===== src/rtl/if_id_stage_p_if.sv =====
// Signal bundle between fetch/hazard control and the IF/ID stage register.
// The master drives fetch data and control; the slave is the stage itself.
interface if_id_stage_p_if #(
   parameter int INSTR_WIDTH = 19,
   parameter int PC_WIDTH    = 8,
   parameter int CNT_WIDTH   = 16
);
   logic                   in_valid;
   logic [INSTR_WIDTH-1:0] next_instruction;
   logic [PC_WIDTH-1:0]    pc_plus_one_IF;
   logic                   IF_IDwrite;
   logic                   flush;
   logic                   clr_counters;
   logic [INSTR_WIDTH-1:0] instruction;
   logic [PC_WIDTH-1:0]    pc_plus_one_ID;
   logic                   valid_ID;
   logic [CNT_WIDTH-1:0]   stall_count;
   logic [CNT_WIDTH-1:0]   flush_count;

   modport master (
      output in_valid, next_instruction, pc_plus_one_IF, IF_IDwrite, flush, clr_counters,
      input  instruction, pc_plus_one_ID, valid_ID, stall_count, flush_count
   );

   modport slave (
      input  in_valid, next_instruction, pc_plus_one_IF, IF_IDwrite, flush, clr_counters,
      output instruction, pc_plus_one_ID, valid_ID, stall_count, flush_count
   );
endinterface


===== src/rtl/if_id_stage_p.sv =====
// IF/ID pipeline register with valid bit, flush-to-bubble, stall-hold and
// saturating stall/flush event counters for performance debug.
module if_id_stage_p #(
   parameter int                     INSTR_WIDTH = 19,
   parameter int                     PC_WIDTH    = 8,
   parameter logic [INSTR_WIDTH-1:0] NOP_INSTR   = '0,
   parameter int                     CNT_WIDTH   = 16
) (
   input  logic             clk,
   input  logic             rst_n,
   if_id_stage_p_if.slave   bus
);

   logic [INSTR_WIDTH-1:0] instruction_q, instruction_d;
   logic [PC_WIDTH-1:0]    pc_q, pc_d;
   logic                   valid_q, valid_d;
   logic [CNT_WIDTH-1:0]   stall_cnt_q, stall_cnt_d;
   logic [CNT_WIDTH-1:0]   flush_cnt_q, flush_cnt_d;
   logic                   stall_evt, flush_evt;

   function automatic logic [CNT_WIDTH-1:0] sat_inc(input logic [CNT_WIDTH-1:0] v);
      return (v == '1) ? v : v + CNT_WIDTH'(1);
   endfunction

   always_comb begin
      instruction_d = instruction_q;
      pc_d          = pc_q;
      valid_d       = valid_q;
      if (bus.flush) begin
         // Bubble keeps the old PC+1 so decode still sees a sane value.
         instruction_d = NOP_INSTR;
         valid_d       = 1'b0;
      end else if (bus.IF_IDwrite) begin
         instruction_d = bus.in_valid ? bus.next_instruction : NOP_INSTR;
         pc_d          = bus.pc_plus_one_IF;
         valid_d       = bus.in_valid;
      end
   end

   // Only events against a real instruction are counted; flush masks stall.
   assign stall_evt = valid_q & ~bus.flush & ~bus.IF_IDwrite;
   assign flush_evt = valid_q & bus.flush;

   always_comb begin
      stall_cnt_d = stall_cnt_q;
      flush_cnt_d = flush_cnt_q;
      if (bus.clr_counters) begin
         stall_cnt_d = '0;
         flush_cnt_d = '0;
      end else begin
         if (stall_evt) stall_cnt_d = sat_inc(stall_cnt_q);
         if (flush_evt) flush_cnt_d = sat_inc(flush_cnt_q);
      end
   end

   always_ff @(posedge clk) begin
      if (!rst_n) begin
         instruction_q <= NOP_INSTR;
         pc_q          <= '0;
         valid_q       <= 1'b0;
         stall_cnt_q   <= '0;
         flush_cnt_q   <= '0;
      end else begin
         instruction_q <= instruction_d;
         pc_q          <= pc_d;
         valid_q       <= valid_d;
         stall_cnt_q   <= stall_cnt_d;
         flush_cnt_q   <= flush_cnt_d;
      end
   end

   assign bus.instruction    = instruction_q;
   assign bus.pc_plus_one_ID = pc_q;
   assign bus.valid_ID       = valid_q;
   assign bus.stall_count    = stall_cnt_q;
   assign bus.flush_count    = flush_cnt_q;

endmodule


===== src/flat_wrapper.sv =====
// flat-port wrapper written by rule: the top's interface ports become plain ports
module if_id_stage_p_flat 
#(
   parameter int                     INSTR_WIDTH = 19,
   parameter int                     PC_WIDTH    = 8,
   parameter logic [INSTR_WIDTH-1:0] NOP_INSTR   = '0,
   parameter int                     CNT_WIDTH   = 16
)
  (clk, rst_n, bus_in_valid, bus_next_instruction, bus_pc_plus_one_IF, bus_IF_IDwrite, bus_flush, bus_clr_counters, bus_instruction, bus_pc_plus_one_ID, bus_valid_ID, bus_stall_count, bus_flush_count);
  if_id_stage_p_if #(.INSTR_WIDTH(INSTR_WIDTH), .PC_WIDTH(PC_WIDTH), .CNT_WIDTH(CNT_WIDTH)) bus_i ();
  input  logic clk;
  input  logic rst_n;
  input wire logic [$bits(bus_i.in_valid)-1:0] bus_in_valid;
  input wire logic [$bits(bus_i.next_instruction)-1:0] bus_next_instruction;
  input wire logic [$bits(bus_i.pc_plus_one_IF)-1:0] bus_pc_plus_one_IF;
  input wire logic [$bits(bus_i.IF_IDwrite)-1:0] bus_IF_IDwrite;
  input wire logic [$bits(bus_i.flush)-1:0] bus_flush;
  input wire logic [$bits(bus_i.clr_counters)-1:0] bus_clr_counters;
  output wire logic [$bits(bus_i.instruction)-1:0] bus_instruction;
  output wire logic [$bits(bus_i.pc_plus_one_ID)-1:0] bus_pc_plus_one_ID;
  output wire logic [$bits(bus_i.valid_ID)-1:0] bus_valid_ID;
  output wire logic [$bits(bus_i.stall_count)-1:0] bus_stall_count;
  output wire logic [$bits(bus_i.flush_count)-1:0] bus_flush_count;
  assign bus_i.in_valid = bus_in_valid;
  assign bus_i.next_instruction = bus_next_instruction;
  assign bus_i.pc_plus_one_IF = bus_pc_plus_one_IF;
  assign bus_i.IF_IDwrite = bus_IF_IDwrite;
  assign bus_i.flush = bus_flush;
  assign bus_i.clr_counters = bus_clr_counters;
  assign bus_instruction = bus_i.instruction;
  assign bus_pc_plus_one_ID = bus_i.pc_plus_one_ID;
  assign bus_valid_ID = bus_i.valid_ID;
  assign bus_stall_count = bus_i.stall_count;
  assign bus_flush_count = bus_i.flush_count;
  if_id_stage_p #(.INSTR_WIDTH(INSTR_WIDTH), .PC_WIDTH(PC_WIDTH), .NOP_INSTR(NOP_INSTR), .CNT_WIDTH(CNT_WIDTH)) u_core (.clk(clk), .rst_n(rst_n), .bus(bus_i));
endmodule

===== config.mk =====
export PLATFORM = sky130hd
export DESIGN_NAME = if_id_stage_p_flat
export DESIGN_NICKNAME = d
export VERILOG_FILES = /design/src/rtl/if_id_stage_p_if.sv /design/src/rtl/if_id_stage_p.sv /design/src/flat_wrapper.sv
export SDC_FILE = /design/constraint.sdc
export NUM_CORES = 1
export LEC_CHECK = 0
export BUFFER_PORTS_ARGS = -buffer_cell sky130_fd_sc_hd__clkbuf_2
export CAP_MARGIN = 20
export CORE_MARGIN = 2
export CORE_UTILIZATION = 36
export DETAILED_ROUTE_END_ITERATION = 10
export PLACE_DENSITY = 0.66
export SLEW_MARGIN = 20
export SYNTH_ARGS = -nofsm -noshare
export SYNTH_HDL_FRONTEND = slang
export SYNTH_SLANG_ARGS = --single-unit

===== constraint.sdc =====
create_clock -name clk -period 2.74 [get_ports clk]
set_input_delay 0.548 -clock clk [delete_from_list [all_inputs] [get_ports clk]]
set_output_delay 0.548 -clock clk [all_outputs]
set_load 0.01 [all_outputs]

==> results of run 1 <==
[metal layers]
metal	up-vias	GRT usage
li1	1341	-
met1	1201	0.2257
met2	92	0.2657
met3	8	0.06344
met4	0	0.06282
met5	-	0
[critical path, cell delays in order, from the launching register on]
cell and delay [ns]:
dfxtp_1 0.43, nand2b_1 0.13, or4_1 0.66, or4_1 0.55
a21oi_1 0.17
[registers in the layout (all words and copies together), names as in the netlist]
register,count
u_core.bus.valid_ID,1
u_core.bus.flush_count,16
u_core.bus.instruction,19
u_core.bus.stall_count,16
u_core.bus.pc_plus_one_ID,8
[worst paths after layout]
kind / end / slack [ns] / cells past startpoint
max: u_core.bus.stall_count[11] / 0.73 / 4
max reg2reg: u_core.bus.stall_count[11] / 0.73 / 4
min reg2reg: u_core.bus.flush_count[1] / 0.50 / 2
min: u_core.bus.instruction[17] / 0.45 / 3
[area by class of cell]
type	instances	area, µm²	area share
Clock buffer	12	155.1	0.04526
Clock inverter	2	35.03	0.01022
Inverter	3	11.26	0.003285
Multi-Input combinational cell	233	1419	0.4139
Sequential cell	60	1201	0.3504
Tap cell	99	123.9	0.03613
Timing Repair Buffer	95	483.0	0.1409
[cells in the final DEF, fill, tap and decap left out, types with 3 or more instances in the layout]
| master | Yosys | final |
|---|---|---|
| clkbuf_2 | 0 | 92 |
| dfxtp_1 | 60 | 60 |
| a21oi_1 | 42 | 42 |
| nor2b_1 | 28 | 28 |
| nor2_1 | 24 | 24 |
| nand2_1 | 16 | 16 |
| o21ai_0 | 12 | 12 |
| nand4_1 | 11 | 11 |
| clkbuf_8 | 0 | 11 |
| or4_1 | 10 | 10 |
| o31ai_1 | 9 | 9 |
| nand3_1 | 9 | 9 |
| or3_1 | 9 | 9 |
| mux2i_1 | 8 | 8 |
| and4_1 | 6 | 6 |
| nand2b_1 | 5 | 5 |
| nor4_1 | 4 | 4 |
| o41ai_1 | 4 | 4 |
| and2_1 | 3 | 3 |
| and3_1 | 3 | 3 |
| inv_1 | 3 | 3 |
| nand4b_1 | 3 | 3 |
| nor3_1 | 3 | 3 |
| buf_4 | 0 | 3 |
[through the flow]
stage | hold WS [ns] | cell area [µm²]
after floorplan | 0.4981 | 2689
after global placement | 0.4762 | 3238
after detailed placement | 0.4904 | 3238
after CTS | 0.4371 | 3428
after global routing | 0.4423 | 3428
final | 0.4471 | 3428
[cell families after synthesis]
logic type / after synthesis / share of synthesized area
AOI/OAI and AO/OA: 80 / 0.1782
muxes: 8 / 0.02978
and+or+nand+nor: 141 / 0.3039
buffers and inverters: 18 / 0.02559
adders and majority gates: 2 / 0.009305
xor gates and xnor gates: 2 / 0.006516
DFF: 60 / 0.4467
[power by group through the flow]
stage | clock (W) | sequential, W | combinational (W)
after floorplan | 0 | 0.000915 | 0.0000490
after global placement | 0 | 0.000910 | 0.000101
after detailed placement | 0 | 0.000910 | 0.000103
after global routing | 0.000844 | 0.000891 | 0.000113
final | 0.000778 | 0.000890 | 0.000100
after CTS | 0.000799 | 0.000890 | 0.000103
==> summary.txt, run 1 <==
Clock network
  – Cts hold-fix bufs: 0
  – CTS Buf Count: 9
  – Clock slew seen by the registers of the worst setup and hold paths: roughly 0.060 ns
  – H-tree depth: 3
  – Post-CTS sizing: 0
  – TritonCTS clock tree: done
  – Clk sinks: 60
  – Post-CTS setup repair buffer count: 0
  – CTS Buffer Depth: 2
  – Clock root cell: clkbuf_8
  – Clock Latency Late Sink: between 0.3 and 0.4 ns

Logic synthesis
  – Synthesized cell area: approximately 0.0027 mm²
  – Ys async rst share: 0
  – Top-count cell post-synth: dfxtp_1
  – Top cell type's share of synthesized area: 0.4467
  – Top post-synthesis cells by area: dfxtp_1 45%, a21oi_1 7.8%, nor2b_1 6.5%
  – Yosys reg bits: 60
  – Cell count after synthesis: just over 300
  – Post-synth EDFFs: 0
  – Syn. warnings: 0
  – Syn_nets: ~350
  – Post-synth cell types: between 40 and 50
  – Leading area contributor after synthesis: dfxtp_1
  – Sequential area share after synthesis: 0.4467
  – Syn_area_per_cell: between 8 and 9 µm²
  – Commonest cells in the netlist: 60 x dfxtp_1, 42 x a21oi_1, 28 x nor2b_1
  – Top_reg_cell synth: dfxtp_1

Run status
  – Status: completed

Die
  – Chip Height: roughly 90 µm
  – Initial core utilization: 0.3707
  – Top Ports: between 90 and 100
  – Total core area: between 0.007 and 0.008 mm²
  – Die X: between 90 and 100 µm
  – Cell row count: 31
  – Overall die area: 0.008177 mm²

STA
  – Tcrit/Tclk final: 0.7352
  – Layout Skew: 0.007585 ns
  – Setup repair after global routing missed its margin: no
  – Maximum clock rate: about 500 MHz
  – Relative slew margins: 0.4611
  – Max-slew violation count: 0
  – Hold Fails Final Rpt: 0
  – Sum Neg Setup Slack: 0 ns
  – # setup viols final: 0
  – Minimum clock period: 2.014 ns
  – Worst setup margin: just over 0.7 ns
  – Worst-margin pin slew: 0.8084 ns

Power
  – Peak VDD IR: ~0.00024 V
  – Power Density: about 520 mW/mm²
  – Sw frac: 0.2153
  – Sw Pwr: ~0.00038 W
  – Sequential power share: 0.503
  – Clock share of power: 0.440
  – Combinational Power Share: 0.057
  – Post-route total power: around 0.0018 W
  – Cell internal pwr: between 0.001 and 0.0015 W
  – Leak: roughly 1.3 nW

Setup path
  – Req. time, crit path: approximately 3.0 ns
  – CP Capture Type: register
  – Crit-path max FO: 8
  – Crit path from: u_core.bus.valid_ID
  – RR Startpoint: u_core.bus.valid_ID
  – CP Launch Type: register
  – WP data arrival: 2.26 ns
  – CP Class: reg2reg

Placement
  – I/O Buffers: 92
  – Inst Count DP: 490
  – Routability cong.: between 0.8 and 0.9
  – Post-DP HPWL: approximately 4900 µm
  – Worst slack at placement: 0.4250 ns

Drt
  – Initial drt markers: ~150
  – Final wirelength: around 6800 µm
  – Wire length on met2: ~3000 µm
  – First-pass DRT Iterations: 4
  – Drt via density: 5.242
  – Via count: 2,642
  – Wirelength per Cell: about 14 µm
  – Highest metal used: met4
  – DRC: 0
  – Metal3 WL: between 400 and 500 µm
  – M1 WL: 3237 µm
  – Routed Antenna Nets: 0

Global routing
  – Initial antenna violation count: 0
  – Largest net degree at the start of global routing: 25
  – Total grt overflow: 0
  – GRT Util Overall: 0.1740
  – Global-route wire length before repair: between 10,000 and 15,000 µm
  – Vias in the first global route: around 2.4k

Finish
  – Post-route insts no fill: ~500
  – Final core utilization: 0.4727
  – Area growth syn-to-layout: 27.50%
  – Fill cells: ~740
  – N_diodes: 0
  – NumNets Final: between 400 and 500
  – Layout cells sized above 1: 0.2765

Worst hold path
  – Min-delay worst type: in2reg
  – HP Start: bus_next_instruction[17]

Job
  – Max cap viols: 0
No activity file was read; power rests on OpenSTA's default activity.
==> run 2: changes to the inputs <==
--- a/config.mk
+++ b/config.mk
@@ -5,12 +5,13 @@
 export SDC_FILE = /design/constraint.sdc
 export NUM_CORES = 1
 export LEC_CHECK = 0
+export ABC_AREA = 1
 export BUFFER_PORTS_ARGS = -buffer_cell sky130_fd_sc_hd__clkbuf_2
 export CAP_MARGIN = 20
 export CORE_MARGIN = 2
 export CORE_UTILIZATION = 36
 export DETAILED_ROUTE_END_ITERATION = 10
-export PLACE_DENSITY = 0.66
+export PLACE_DENSITY = 0.65
 export SLEW_MARGIN = 20
 export SYNTH_ARGS = -nofsm -noshare
 export SYNTH_HDL_FRONTEND = slang
==> constraint.sdc (replaced) <==
create_clock -name clk -period 2 [get_ports clk]
set_input_delay 0.4 -clock clk [delete_from_list [all_inputs] [get_ports clk]]
set_output_delay 0.4 -clock clk [all_outputs]
set_load 0.01 [all_outputs]
==> run 2 against run 1 <==
Against the previous run:
- utilization down 1.1 points
- critical path depth up 4
- hold slack worse by 0.16 ns
- cell count up 30%
- via count up 18%
- area after synthesis up 12%
- total power up 39%
- largest cell class unchanged
==> summary.txt, run 2 <==
Power
  – Power Density: 653.1 mW/mm² (+27%)
  – Leak: 1.633 nW (+24%)
  – Peak VDD IR: 0.0003273 V (+35%)
  – Sequential power share: 0.500 (-0.003)
  – Sw Pwr: 0.0005740 W (+51%)
  – Sw frac: 0.2341 (+0.01875)
  – Cell internal pwr: 0.001878 W (+35%)
  – Combinational Power Share: 0.063 (+0.006)
  – Clock share of power: 0.437 (-0.003)

Global routing
  – Initial antenna violation count: 0 (unchanged)
  – Largest net degree at the start of global routing: 32 (+28%)
  – GRT Util Overall: 0.1704 (-0.003584)
  – Vias in the first global route: 2,768 (+14%)
  – Global-route wire length before repair: 12,340 µm (+5.0%)
  – Total grt overflow: 0 (unchanged)

STA
  – Sum Neg Setup Slack: 0 ns (unchanged)
  – Maximum clock rate: 648.6 MHz (+31%)
  – Max-slew violation count: 0 (unchanged)
  – Worst-margin pin slew: 0.6768 ns (-0.1315 ns)
  – Worst setup margin: 0.4582 ns (-0.2673 ns)
  – Hold Fails Final Rpt: 0 (unchanged)
  – Relative slew margins: 0.5477 (+0.08659)
  – Layout Skew: 0.01252 ns (+0.004932 ns)
  – Minimum clock period: 1.542 ns (-0.4727 ns)
  – Tcrit/Tclk final: 0.7709 (+0.03568)
  – # setup viols final: 0 (unchanged)
  – Setup repair after global routing missed its margin: no

Drt
  – M1 WL: 3565 µm (+10%)
  – Initial drt markers: 140 (-4.8%)
  – Highest metal used: met4
  – Drt via density: 4.747 (-9.5%)
  – Routed Antenna Nets: 0 (unchanged)
  – DRC: 0 (unchanged)
  – Wire length on met2: 3226 µm (+7.1%)
  – First-pass DRT Iterations: 4 (unchanged)
  – Final wirelength: 7461 µm (+9.2%)
  – Wirelength per Cell: 11.39 µm (-16%)
  – Metal3 WL: 562 µm (+18%)
  – Via count: 3,109 (+18%)

Die
  – Cell row count: 33 (+6.5%)
  – Top Ports: 93 (unchanged)
  – Total core area: 0.008134 mm² (+12%)
  – Overall die area: 0.009088 mm² (+11%)
  – Die X: 95.33 µm (+5.4%)
  – Chip Height: 95.33 µm (+5.4%)
  – Initial core utilization: 0.3692 (-0.001535)

Logic synthesis
  – Yosys reg bits: 60 (unchanged)
  – Top post-synthesis cells by area: dfxtp_1 40%, nand2_1 14%, nor2_1 13%
  – Commonest cells in the netlist: 109 x nand2_1, 107 x nor2_1, 60 x dfxtp_1
  – Top_reg_cell synth: dfxtp_1
  – Cell count after synthesis: 454 (+46%)
  – Syn_area_per_cell: 6.614 µm² (-23%)
  – Post-synth EDFFs: 0 (unchanged)
  – Ys async rst share: 0 (unchanged)
  – Leading area contributor after synthesis: dfxtp_1
  – Synthesized cell area: 0.003003 mm² (+12%)
  – Sequential area share after synthesis: 0.4000 (-0.04672)
  – Top-count cell post-synth: nand2_1
  – Post-synth cell types: 27 (-34%)
  – Syn_nets: 489 (+41%)
  – Syn. warnings: 0 (unchanged)
  – Top cell type's share of synthesized area: 0.4000 (-0.04672)

Placement
  – Worst slack at placement: 0.4316 ns (+0.006601 ns)
  – Routability cong.: 0.8740 (+8.9%)
  – Post-DP HPWL: 5663 µm (+15%)
  – I/O Buffers: 92 (unchanged)
  – Area after DPL: 0.003563 mm² (+10%)

Setup path
  – RR Startpoint: u_core.bus.stall_count[1]
  – CP max-delay cell: dfxtp_1
  – RR Endpoint: u_core.bus.stall_count[0]
  – CP Launch Type: register
  – CP Cell Sequence: ha_1, inv_1, nor2_1, nand2_2, nor2_8, nor2_1, o21ai_1, nor2_1
  – Worst Reg2Reg Path Length in Cells: 8 (+4)
  – Crit-path max cell delay: 0.41 ns (-0.25 ns)
  – CP Capture Type: register
  – CP Class: reg2reg
  – Crit-path max FO: 7 (-1)
  – Worst R2R Setup Slack: 0.46 ns (-0.27 ns)
  – Cell repeated most along the worst path: nor2_1
  – WP data arrival: 1.77 ns (-0.49 ns)
  – Req. time, crit path: 2.23 ns (-0.76 ns)

Finish
  – Layout cells sized above 1: 0.2545 (-0.02200)
  – Area growth syn-to-layout: 25.04%
  – Design area: 0.003755 mm² (+9.5%)
  – Most common cell after layout, fill and taps aside: nand2_1
  – NumNets Final: 581 (+33%)
  – N_diodes: 0 (unchanged)
  – Most frequent cells in the layout: 109 x nand2_1, 106 x nor2_1, 92 x clkbuf_2, 60 x dfxtp_1, 41 x nand3_1
  – Max reg flops: 19 (unchanged)
  – Fill cells: 851 (+15%)

Worst hold path
  – HP Start: bus_pc_plus_one_IF[1]
  – Worst Hold Depth: 3 (unchanged)
  – Endpoint, Worst Hold: u_core.bus.pc_plus_one_ID[1]
  – Min-delay worst type: in2reg

Clock network
  – Clock root cell: clkbuf_8
  – H-tree depth: 3 (unchanged)
  – Clock Latency Late Sink: 0.34 ns (about the same)
  – Cts hold-fix bufs: 0 (unchanged)
  – Post-CTS setup repair buffer count: 0 (unchanged)
  – Post-CTS sizing: 0 (unchanged)
  – CTS Buffer Depth: 2 (unchanged)
  – TritonCTS clock tree: done
  – Clock slew seen by the registers of the worst setup and hold paths: 0.07 ns (about the same)
  – CTS Buf Count: 9 (unchanged)
  – Clk sinks: 60 (unchanged)

Run status
  – Status: completed

Job
  – Max cap viols: 0 (unchanged)
run 2: cell count changes after synthesis, moves of 8 or more:
cell      previous run  this run
mux2i_1              8         0
nor2b_1             28         0
nand3_1              9        41
or4_1               10         0
a21oi_1             42        33
nand2_1             16       109
or3_1                9         0
nor2_2               0        10
inv_1                3        31
nor2_1              24       107
clkbuf_1            14         6
o31ai_1              9         0
run 2: metrics by stage:
| stage | total power, W | hold WS [ns] | utilization | cells |
|---|---|---|---|---|
| after global routing | 0.002558 | 0.2881 | 0.4616 | 655 |
| after floorplan | 0.001336 | 0.4883 | - | 454 |
| after CTS | 0.002486 | 0.2759 | 0.4616 | 655 |
| after global placement | 0.001406 | 0.4549 | 0.4381 | 640 |
| final | 0.002452 | 0.2847 | 0.4616 | 655 |
| after detailed placement | 0.001409 | 0.4572 | 0.4381 | 640 |
run 2: layout make-up:
cell class	instances	area [µm²]	share of cell area
multi-input combinational	346	1608	0.4282
sequential	60	1201	0.3199
timing repair buffer	95	495.5	0.1320
clock buffer	11	141.4	0.03765
tap	105	131.4	0.03499
inverter	34	127.6	0.03399
clock inverter	4	50.05	0.01333
run 2: cells by family (layout without fill, tap and decap cells):
| family | count (synthesis) | after routing | synth area share |
|---|---|---|---|
| and+or+nand+nor | 299 | 299 | 0.4508 |
| DFF | 60 | 60 | 0.4000 |
| adders and majority gates | 2 | 2 | 0.008332 |
| buffers and inverters | 48 | 144 | 0.06541 |
| AOI/OAI and AO/OA | 45 | 45 | 0.07542 |
run 2: worst max path at each step:
stage	from	to	slack, ns	cells after the start
after floorplan	u_core.bus.stall_count[1]	u_core.bus.stall_count[0]	0.60	8
after global placement	bus_IF_IDwrite	u_core.bus.stall_count[9]	0.48	9
after detailed placement	bus_IF_IDwrite	u_core.bus.stall_count[10]	0.43	9
after CTS	u_core.bus.stall_count[0]	u_core.bus.stall_count[0]	0.44	8
after global routing	u_core.bus.stall_count[0]	u_core.bus.stall_count[1]	0.26	8
final	u_core.bus.stall_count[1]	u_core.bus.stall_count[0]	0.46	8
run 2: critical path, delay by kind of cell (launching register included):
family                   cells  cell delay (ns)
AO/OA/AOI/OAI                1             0.13
adder cells (fa/ha/maj)      1             0.20
buffers and inverters        1             0.06
flip-flops                   1             0.41
AND/OR/NAND/NOR              5             0.65
run 2: routing by layer:
layer,track usage,vias to the layer above
met4,0.06401,0
met3,0.05613,12
li1,-,1633
met2,0.2559,89
met1,0.2269,1375
met5,0,-
run 2: power groups by stage:
stage / Sequential (W) / Combinational, W / Clock, W
2_1_floorplan: 0.00126 / 0.0000763 / 0
3_3_place_gp: 0.00125 / 0.000153 / 0
3_5_place_dp: 0.00125 / 0.000157 / 0
4_1_cts: 0.00123 / 0.000157 / 0.00110
5_1_grt: 0.00123 / 0.000174 / 0.00116
6_report: 0.00123 / 0.000155 / 0.00107
==> run 3: changes to the inputs <==
==> constraint.sdc (replaced) <==
create_clock -name clk -period 1.6 [get_ports clk]
set_input_delay 0.32 -clock clk [delete_from_list [all_inputs] [get_ports clk]]
set_output_delay 0.32 -clock clk [all_outputs]
set_load 0.01 [all_outputs]
==> run 3 against run 2 <==
Against the previous run:
- global-route usage is 2.0 points higher
- maximum frequency is 3.3% higher
- register-to-register slack worse by 0.35 ns
- utilization is 2.2 points higher
- critical endpoint is now u_core.bus.flush_count[1]
==> summary.txt, run 3 (synthesis results as in run 2) <==
Finish
  – Most frequent cells in the layout: 109 x nand2_1, 106 x nor2_1, 92 x clkbuf_2, 57 x dfxtp_1, 41 x nand3_1
  – Layout cells sized above 1: 0.2784 (+0.02382)
  – Final core utilization: 0.4841 (+0.02246)
  – Multi-input logic area: 0.001617 mm² (+0.54%)
  – N_diodes: 0 (unchanged)
  – NumNets Final: 594 (+2.2%)
  – FF/Latch Area: 0.001205 mm² (+0.31%)
  – Fill cells: 841 (-1.2%)
  – Most common cell after layout, fill and taps aside: nand2_1
  – Max reg flops: 19 (unchanged)
  – Area growth syn-to-layout: 31.13%

Power
  – Power Density: 905.1 mW/mm² (+39%)
  – Post-route total power: 0.003564 W (+45%)
  – Peak VDD IR: 0.0004453 V (+36%)
  – Leak: 1.745 nW (+6.9%)

Die
  – Die X: 95.33 µm (unchanged)
  – Cell row count: 33 (unchanged)
  – Initial core utilization: 0.3692 (unchanged)
  – Chip Height: 95.33 µm (unchanged)
  – Total core area: 0.008134 mm² (unchanged)
  – Overall die area: 0.009088 mm² (unchanged)
  – Top Ports: 93 (unchanged)

Drt
  – Drt via density: 4.862 (+2.4%)
  – Via count: 3,253 (+4.6%)
  – First-pass DRT Iterations: 4 (unchanged)
  – Routed Antenna Nets: 0 (unchanged)
  – Wirelength per Cell: 12.04 µm (+5.7%)
  – DRC: 0 (unchanged)
  – Final wirelength: 8058 µm (+8.0%)
  – Initial drt markers: 96 (-31%)

Job
  – Max cap viols: 0 (unchanged)

Placement
  – I/O Buffers: 92 (unchanged)
  – Routability cong.: 0.9034 (+3.4%)
  – Post-DP HPWL: 6024 µm (+6.4%)

Setup path
  – WP data arrival: 1.72 ns (-0.05 ns)
  – Crit path from: u_core.bus.flush_count[14]
  – Worst R2R Setup Slack: 0.11 ns (-0.35 ns)
  – Crit. path cell count: 7 (-1)
  – Req. time, crit path: 1.83 ns (-0.40 ns)
  – CP top delay family: simple AND/OR/NAND/NOR gates
  – Crit path to: u_core.bus.flush_count[1]
  – Crit-path max cell delay: 0.40 ns (about the same)
  – CP Class: reg2reg
  – Critical path buffer and inverter count: 0 (-1)
  – RR Endpoint: u_core.bus.flush_count[1]
  – RR Startpoint: u_core.bus.flush_count[14]
  – CP max-delay cell: dfxtp_1
  – CP Launch Type: register
  – Worst Reg2Reg Path Length in Cells: 7 (-1)
  – CP Capture Type: register
  – CP Cell Sequence: nand2_1, nor2_1, nand2_1, nor2_4, nor2_1, o21ai_1, nor2_1
  – Crit-path max FO: 6 (-1)
  – Cell repeated most along the worst path: nor2_1

Clock network
  – CTS Buffer Depth: 2 (unchanged)
  – H-tree depth: 3 (unchanged)
  – Post-CTS sizing: 0 (unchanged)
  – Post-CTS setup repair buffer count: 0 (unchanged)
  – TritonCTS clock tree: done
  – Cts hold-fix bufs: 0 (unchanged)
  – CTS Buf Count: 9 (unchanged)
  – Clock root cell: clkbuf_8
  – Clock slew seen by the registers of the worst setup and hold paths: 0.07 ns (about the same)
  – Clock Latency Late Sink: 0.34 ns (about the same)
  – Clk sinks: 60 (unchanged)

STA
  – Layout Skew: 0.01347 ns (+0.0009510 ns)
  – Hold Fails Final Rpt: 0 (unchanged)
  – Max-slew violation count: 0 (unchanged)
  – Tcrit/Tclk final: 0.9326 (+0.1617)
  – Maximum clock rate: 670.2 MHz (+3.3%)
  – Relative slew margins: 0.7275 (+0.1799)
  – Worst-margin pin slew: 0.4087 ns (-0.2682 ns)
  – Worst hold slack: 0.2051 ns (-0.07966 ns)
  – # setup viols final: 0 (unchanged)
  – Setup repair after global routing missed its margin: yes
  – Minimum clock period: 1.492 ns (-0.04959 ns)

Run status
  – Status: completed

Worst hold path
  – Min-delay worst type: in2reg

Global routing
  – GRT Util Overall: 0.1900 (+0.01960)
  – Largest net degree at the start of global routing: 32 (unchanged)
  – Vias in the first global route: 2,996 (+8.2%)
  – Total grt overflow: 0 (unchanged)
  – Global-route wire length before repair: 13,450 µm (+9.0%)
  – Initial antenna violation count: 0 (unchanged)
==> run 3: cell types whose count changed in the layout (fill, tap and decap cells not counted), sizes merged <==
cell | before | now
bufinv | 1 | 4
clkinvlp | 2 | 1
clkbuf | 103 | 102
buf | 3 | 16
==> run 3: worst min-delay path by stage <==
| stage | from | endpoint | slack [ns] | cells past startpoint |
|---|---|---|---|---|
| after CTS | bus_pc_plus_one_IF[2] | u_core.bus.pc_plus_one_ID[2] | 0.19 | 3 |
| after global routing | bus_pc_plus_one_IF[1] | u_core.bus.pc_plus_one_ID[1] | 0.19 | 3 |
| after floorplan | bus_pc_plus_one_IF[0] | u_core.bus.pc_plus_one_ID[0] | 0.45 | 2 |
| after detailed placement | u_core.bus.instruction[7] | u_core.bus.instruction[7] | 0.45 | 2 |
| after global placement | u_core.bus.instruction[7] | u_core.bus.instruction[7] | 0.45 | 2 |
| final | bus_pc_plus_one_IF[2] | u_core.bus.pc_plus_one_ID[2] | 0.21 | 3 |
==> run 3: tightest hold or removal path, stage by stage <==
cell and delay [ns]:
clkbuf_2 0.08, nor2_1 0.03, nor2_1 0.08
==> run 3: layout make-up <==
type	instances	share of cell area
clock buffer	10	0.03241
clock inverter	6	0.03464
inverter	34	0.03241
multi-input combinational	346	0.4105
sequential	60	0.3060
tap	105	0.03337
timing repair buffer	108	0.1506
==> run 3: routing by layer <==
layer,GRT usage,routed length (µm),up-vias
met3,0.05692,672,11
met2,0.2969,3624,110
met4,0.08333,131,0
met5,0,0,-
li1,-,-,1656
met1,0.2419,3629,1476
==> run 3: metrics by stage <==
stage / worst slack, ns / std cells / instance area, µm² / TNS, ns
floorplan: 0.1978 / 454 / 3003 / 0
global route: -0.01615 / 669 / 3938 / -0.04271
CTS: 0.1029 / 669 / 3925 / 0
detailed placement: 0.1149 / 653 / 3661 / 0
global placement: 0.1647 / 653 / 3661 / 0
finish: 0.1078 / 669 / 3938 / 0
==> run 3: power by group <==
group	internal (W)	switching [W]
Clock	0.00120	0.000633
Combinational	0.0000864	0.000117
Sequential	0.00152	0.0000140
Total	0.00280	0.000764
